**src/rtl/div_ctrl.sv**
```systemverilog
// div_ctrl: sequential signed 32-bit divider controller for the multdiv unit.
// Restoring shift-subtract over a remainder/quotient pair; the quotient is
// truncated toward zero and presented with a one-cycle ready pulse.
// Optional build macro DIV_ALIGN_EN adds an aligner that skips leading
// iterations when both operand magnitudes fit in 31 bits.

`ifdef DIV_ALIGN_EN
// Aligns b's leading one with a's; reports the shift and whether b's leading
// one sits above a's (quotient necessarily zero).
module div_ctrl_aligner (
  input  logic [31:0] a,
  input  logic [31:0] b,
  output logic [31:0] d,
  output logic [5:0]  shftamt,
  output logic        b_above
);

  // Leading-zero count; 32 for an all-zero word.
  function automatic logic [5:0] lzc(input logic [31:0] v);
    logic [5:0] n;
    n = 6'd32;
    for (int unsigned i = 0; i < 32; i++) begin
      if (v[i]) n = 6'(31 - i);
    end
    return n;
  endfunction

  logic [5:0] lza;
  logic [5:0] lzb;

  // Compare leading-one positions and shift the divisor into place.
  always_comb begin
    lza     = lzc(a);
    lzb     = lzc(b);
    b_above = (lzb < lza);
    shftamt = b_above ? '0 : (lzb - lza);
    d       = b << shftamt;
  end

endmodule
`endif

module div_ctrl #(
  parameter int WIDTH = 32,
  parameter int CNT_W = 6
) (
  input  logic             clock,
  input  logic             resetn,
  input  logic             ctrl_DIV,
  input  logic [WIDTH-1:0] data_operandA,
  input  logic [WIDTH-1:0] data_operandB,
  output logic [WIDTH-1:0] data_result,
  output logic             data_exception,
  output logic             data_resultRDY,
  output logic             busy
);

  typedef enum logic [1:0] {
    IDLE  = 2'd0,
    ITER  = 2'd1,
    FIX   = 2'd2,
    ALIGN = 2'd3
  } state_t;

  state_t state;
  state_t state_nxt;

  logic             sa;
  logic             sb;
  logic             divz;
  logic [WIDTH-1:0] magb;
  // The remainder always stays below magb, so WIDTH bits hold it.
  logic [WIDTH-1:0] rem;
  logic [WIDTH-1:0] quo;
  logic [CNT_W-1:0] cnt;

  logic [WIDTH-1:0] op_maga;
  logic [WIDTH-1:0] op_magb;
  logic             op_bz;
  logic [WIDTH:0]   trial;
  logic             iter_last;
  logic             start_align;

`ifdef DIV_ALIGN_EN
  logic [WIDTH-1:0] maga;
  logic [WIDTH-1:0] dvs;
  logic             aln;
  logic [WIDTH-1:0] al_d;
  logic [5:0]       al_shft;
  logic             al_above;

  div_ctrl_aligner u_aligner (
    .a       (maga),
    .b       (magb),
    .d       (al_d),
    .shftamt (al_shft),
    .b_above (al_above)
  );
`endif

  // Operand magnitudes, trial subtraction and loop termination.
  always_comb begin
    op_maga = data_operandA[WIDTH-1] ? (~data_operandA + 1'b1) : data_operandA;
    op_magb = data_operandB[WIDTH-1] ? (~data_operandB + 1'b1) : data_operandB;
    op_bz   = (data_operandB == '0);
    trial   = {rem, quo[WIDTH-1]} - {1'b0, magb};
`ifdef DIV_ALIGN_EN
    start_align = !op_bz && !op_maga[WIDTH-1] && !op_magb[WIDTH-1];
    iter_last   = aln ? (cnt == '0) : (cnt == CNT_W'(WIDTH-1));
`else
    start_align = 1'b0;
    iter_last   = (cnt == CNT_W'(WIDTH-1));
`endif
  end

  // State register.
  always_ff @(posedge clock) begin
    if (!resetn) state <= IDLE;
    else         state <= state_nxt;
  end

  // Next-state logic; a start pulse overrides whatever is in progress.
  always_comb begin
    state_nxt = state;
    busy      = (state != IDLE);
    if (ctrl_DIV) begin
      if (op_bz)            state_nxt = FIX;
      else if (start_align) state_nxt = ALIGN;
      else                  state_nxt = ITER;
    end else begin
      case (state)
        IDLE:    state_nxt = IDLE;
`ifdef DIV_ALIGN_EN
        ALIGN:   state_nxt = al_above ? FIX : ITER;
`endif
        ITER:    state_nxt = iter_last ? FIX : ITER;
        FIX:     state_nxt = IDLE;
        default: state_nxt = IDLE;
      endcase
    end
  end

  // Datapath: operand latch, iteration, result sign fix and ready pulse.
  // The FIX update is placed after the start latch so a start arriving on the
  // FIX edge still delivers the finishing operation's exception flag.
  always_ff @(posedge clock) begin
    if (!resetn) begin
      sa             <= 1'b0;
      sb             <= 1'b0;
      divz           <= 1'b0;
      magb           <= '0;
      rem            <= '0;
      quo            <= '0;
      cnt            <= '0;
      data_result    <= '0;
      data_exception <= 1'b0;
      data_resultRDY <= 1'b0;
`ifdef DIV_ALIGN_EN
      maga           <= '0;
      dvs            <= '0;
      aln            <= 1'b0;
`endif
    end else begin
      data_resultRDY <= 1'b0;
      if (ctrl_DIV) begin
        sa             <= data_operandA[WIDTH-1];
        sb             <= data_operandB[WIDTH-1];
        divz           <= op_bz;
        magb           <= op_magb;
        rem            <= '0;
        quo            <= op_maga;
        cnt            <= '0;
        data_exception <= 1'b0;
`ifdef DIV_ALIGN_EN
        maga           <= op_maga;
        dvs            <= '0;
        aln            <= start_align;
`endif
      end else begin
        case (state)
`ifdef DIV_ALIGN_EN
          ALIGN: begin
            quo <= '0;
            if (!al_above) begin
              dvs <= al_d;
              cnt <= CNT_W'(al_shft);
              rem <= maga;
            end
          end
          ITER: begin
            if (aln) begin
              if (rem >= dvs) begin
                rem <= rem - dvs;
                quo <= {quo[WIDTH-2:0], 1'b1};
              end else begin
                quo <= {quo[WIDTH-2:0], 1'b0};
              end
              dvs <= dvs >> 1;
              cnt <= cnt - 1'b1;
            end else begin
              if (!trial[WIDTH]) begin
                rem <= trial[WIDTH-1:0];
                quo <= {quo[WIDTH-2:0], 1'b1};
              end else begin
                rem <= {rem[WIDTH-2:0], quo[WIDTH-1]};
                quo <= {quo[WIDTH-2:0], 1'b0};
              end
              cnt <= cnt + 1'b1;
            end
          end
`else
          ITER: begin
            if (!trial[WIDTH]) begin
              rem <= trial[WIDTH-1:0];
              quo <= {quo[WIDTH-2:0], 1'b1};
            end else begin
              rem <= {rem[WIDTH-2:0], quo[WIDTH-1]};
              quo <= {quo[WIDTH-2:0], 1'b0};
            end
            cnt <= cnt + 1'b1;
          end
`endif
          default: ;
        endcase
      end
      if (state == FIX) begin
        data_resultRDY <= 1'b1;
        data_exception <= divz;
        if (divz)          data_result <= '0;
        else if (sa ^ sb)  data_result <= ~quo + 1'b1;
        else               data_result <= quo;
      end
    end
  end

endmodule

```
**config.mk**
```make
export PLATFORM = sky130hd
export DESIGN_NAME = div_ctrl
export DESIGN_NICKNAME = d
export VERILOG_FILES = /design/src/rtl/div_ctrl.sv
export SDC_FILE = /design/constraint.sdc
export NUM_CORES = 1
export LEC_CHECK = 0
export ABC_AREA = 1
export CAP_MARGIN = 10
export CORE_MARGIN = 4
export CORE_UTILIZATION = 50
export CTS_CLUSTER_DIAMETER = 60
export DETAILED_ROUTE_END_ITERATION = 8
export PLACE_DENSITY = 0.78
export SETUP_SLACK_MARGIN = 0.05
export SLEW_MARGIN = 5
export SYNTH_ARGS = -nofsm -noshare
export SYNTH_HDL_FRONTEND = slang
export SYNTH_HIERARCHICAL = 1
export SYNTH_SLANG_ARGS = --single-unit
```
**constraint.sdc**
```tcl
create_clock -name clock -period 2.7 [get_ports clock]
set_clock_uncertainty 0.1 [all_clocks]
set_input_delay 0.54 -clock clock [delete_from_list [all_inputs] [get_ports clock]]
set_output_delay 0.54 -clock clock [all_outputs]
set_load 0.1 [all_outputs]
```
==> results.md <==
* Outcome: finished, final reports clean
* Achievable Freq at a little under 400 MHz
* DP HPWL at 25600 µm
* Router iterations before antenna repair at 6
* Final setup vio count at 0
* Layout cells sized above 1 at 8.16%
* Final worst path period need at 2520 ps
* WP data required at 2880 ps
* P_int at 0.00380 W
* Row cnt at between 50 and 60
* Combinational Power Share at a little over a fifth
* Slew Limit Headroom at 46.8%
* Inserted Clock Buffers at 17
* Effective utilization at floorplan at 51.0%
* Cell variety after synth at 45
* CP Launch Point: quo[31]
* Critical-path top delay cell: fa_2
* First-pass GRT wire length at 53800 µm
* Io pins at 102
* Final Routed Wirelength at 34000 µm
* Initial antenna violation count at 1
* Net Sw Frac at 33.9%
* CORE AREA at about 0.021 mm²
* Peak VDD IR at roughly 0.47 mV
* Syn Area/Cell at 5.79 µm²
* Number of max-cap violations at 0
* DIE AREA at 0.0240 mm²
* Critical Path Most Common Cell: nand2_4
* Pre-CTS WS at -9.78 ps
* Least-Margin Pin Slew at 796 ps
* Slew Limit Fails at 0
* RePlAce Congestion at 0.976
* Synth warn at 6
* Clk slew on worst S/H paths at 70 ps
* Seq/Total Area, Yosys at between 20% and 30%
* Min-Delay Path Class: flop to flop
* Vias in the first global route at around 11000
* Largest net degree at the start of global routing at 76
* Tot GR Track Use at 27.4%
* Routed Antenna Nets at 0
* Worst Setup Path Type: flop to flop
* Vias at 11900
* Clk pwr share at 40.0%
* CP Cell Sequence: inv_1 -> ha_2 -> fa_2 -> inv_1 -> nand2_1 -> nand2_2 -> nand3_1 -> nand2_2 -> nand2_2 -> nand2_4 -> nand2_4 -> nand2_4 -> nand2_4 -> nand2_8 -> buf_6 -> nand2_1 -> nand3_1 -> a21oi_1
* Critical path arrival at around 2700 ps
* Total Nets Final at 2064
* Synthesized flop and latch total at 141
* Mapped Area at 0.0108 mm²
* HP Start: data_result[6]
* Fin. Hold Viols at 0
* Worst setup SP type: flop
* Clock root cell: clkbuf_16
* Post-Syn Nets at 1966
* Clk sink count at 141
* Die H at 155 µm
* Setup WS post-layout at roughly 180 ps
* Average via count per standard cell at 5.30
* NetSw at between 0.0015 and 0.002 W
* CTS tree: yes
* Setup TNS Final at 0 ps
* Max incr delay on CP at around 360 ps
* Cells after Synth at 1862
* Flop pwr share at 38.6%
* H-tree levels at 4
* # fillers at between 2000 and 2500
* Detailed Route Iter0 Violations at approximately 1200
* FF-to-FF Start: quo[31]
* Die width at roughly 150 µm
* Final period util at 93.4%
* Leak Pwr at about 6.3 nW
* Hold buffer count at CTS at 0
* Worst setup EP type: flop
* Post-route DRC violation count at 0
* CP max FO at 6
* DR WL/cell at ~15 µm
* Clock latency on the worst-skew pair at 440 ps
* PD cells at 451 mW/mm²
* RSZ-0062 raised after global routing: false
* Buffers on Ports at 101
* Gr ovfl total at 0
* CTS max path bufs at 2
* Area grow syn2layout at 18.5%
-- Yosys cell counts (all sizes together) --
library cell / n / share of area [%]
a21boi: 1 / 0.070
a21o: 2 / 0.14
a21oi: 129 / 6.3
a221oi: 1 / 0.081
a31oi: 28 / 1.6
and2: 4 / 0.23
and3: 2 / 0.12
buf: 19 / 1.2
clkbuf: 41 / 1.5
clkinv: 2 / 0.070
dfxtp: 141 / 26
fa: 1 / 0.19
ha: 36 / 4.2
inv: 340 / 12
nand2: 615 / 22
nand3: 155 / 7.2
nand3b: 10 / 0.70
nand4: 20 / 1.2
nor2: 145 / 5.2
nor3: 21 / 1.3
nor3b: 2 / 0.14
nor4: 5 / 0.29
o211ai: 13 / 0.90
o21ai: 68 / 3.2
o21bai: 2 / 0.14
o221ai: 6 / 0.49
o22ai: 12 / 0.70
o31ai: 4 / 0.28
or2: 8 / 0.46
xnor2: 6 / 0.49
xor2: 23 / 1.9
-- path summary, 6_finish.rpt --
check              endpoint  slack, ps  cells after the start
max                 rem[21]        180                     18
min          data_result[6]        370                      2
max reg2reg         rem[21]        180                     18
min reg2reg  data_result[6]        370                      2
-- layout make-up --
cell class                 count  area [µm²]  area share [%]
clock buffer                  17         425            3.33
inverter                     342        1280            10.0
sequential                   141        2820            22.1
antenna                        1        2.50          0.0196
multi-input combinational   1322        6510            51.0
clock inverter                15         143            1.12
timing repair buffer         136        1240            9.74
tap                          275         344            2.69
-- kinds of logic after synthesis --
family / share of synthesized area (%)
xor+xnor: 2.35
buf+inv: 14.6
fa+ha+maj: 4.36
flops: 26.2
compound gates: 13.9
simple gates: 38.6
-- power by group through the flow --
stage	clock [W]	sequential [W]	combinational (W)
final	0.00230	0.00222	0.00124
after global routing	0.00242	0.00223	0.00137
after CTS	0.00232	0.00222	0.00121
after detailed placement	0	0.00226	0.00120
after global placement	0	0.00226	0.00119
after floorplan	0	0.00224	0.000810
-- per-stage QoR --
stage / instance area, µm² / hold WS (ps) / power (W) / std cells / util (%)
global route: 12800 / 389 / 0.00603 / 2249 / 60.4
CTS: 12600 / 369 / 0.00575 / 2240 / 59.5
finish: 12800 / 368 / 0.00576 / 2249 / 60.4
detailed placement: 12000 / 358 / 0.00346 / 2208 / 56.8
floorplan: 10800 / 343 / 0.00305 / 1862 / -
global placement: 12000 / 352 / 0.00345 / 2208 / 56.8
-- state kept, by name, summed over array words and instances (netlist names) --
register        flops
magb               32
data_exception      1
cnt                 6
state               2
sb                  1
rem                32
quo                32
data_resultRDY      1
divz                1
sa                  1
data_result        32
-- layer usage --
layer,vias up,global-route usage (%),routed length [µm]
met3,72,5.06,2990
met2,512,42.0,14500
met1,5270,38.9,15500
met4,0,9.34,1080
met5,-,0,0
li1,6072,-,-
-- timing repair --
action	4_1_cts	5_1_grt
gates resized for setup	1	16
hold endpoints to repair	0	0
endpoints found under the setup margin	28	33
pin swaps	0	4
cloned	0	6
buffers inserted	0	2
-- cells in the final DEF, fill, tap and decap left out, drive strengths merged, types with 10 or more instances in the layout --
cell / Yosys / final
a21oi: 129 / 129
a31oi: 28 / 28
xor2: 23 / 23
o21ai: 68 / 68
buf: 19 / 69
ha: 36 / 36
o211ai: 13 / 13
o22ai: 12 / 12
inv: 340 / 350
nand3: 155 / 155
clkdlybuf4s50: 0 / 65
clkbuf: 41 / 19
dfxtp: 141 / 141
nand2: 615 / 618
nand4: 20 / 20
nand3b: 10 / 10
nor3: 21 / 21
nor2: 145 / 145
-- critical path: cells and delay by family, from the launching register on --
kind / cells / cell delay [ps]
AND/OR/NAND/NOR: 12 / 1000
adder cells (fa/ha/maj): 2 / 550
flip-flops: 1 / 330
buffers and inverters: 3 / 310
AO/OA/AOI/OAI: 1 / 70
Power figures use the tool's default switching activity.
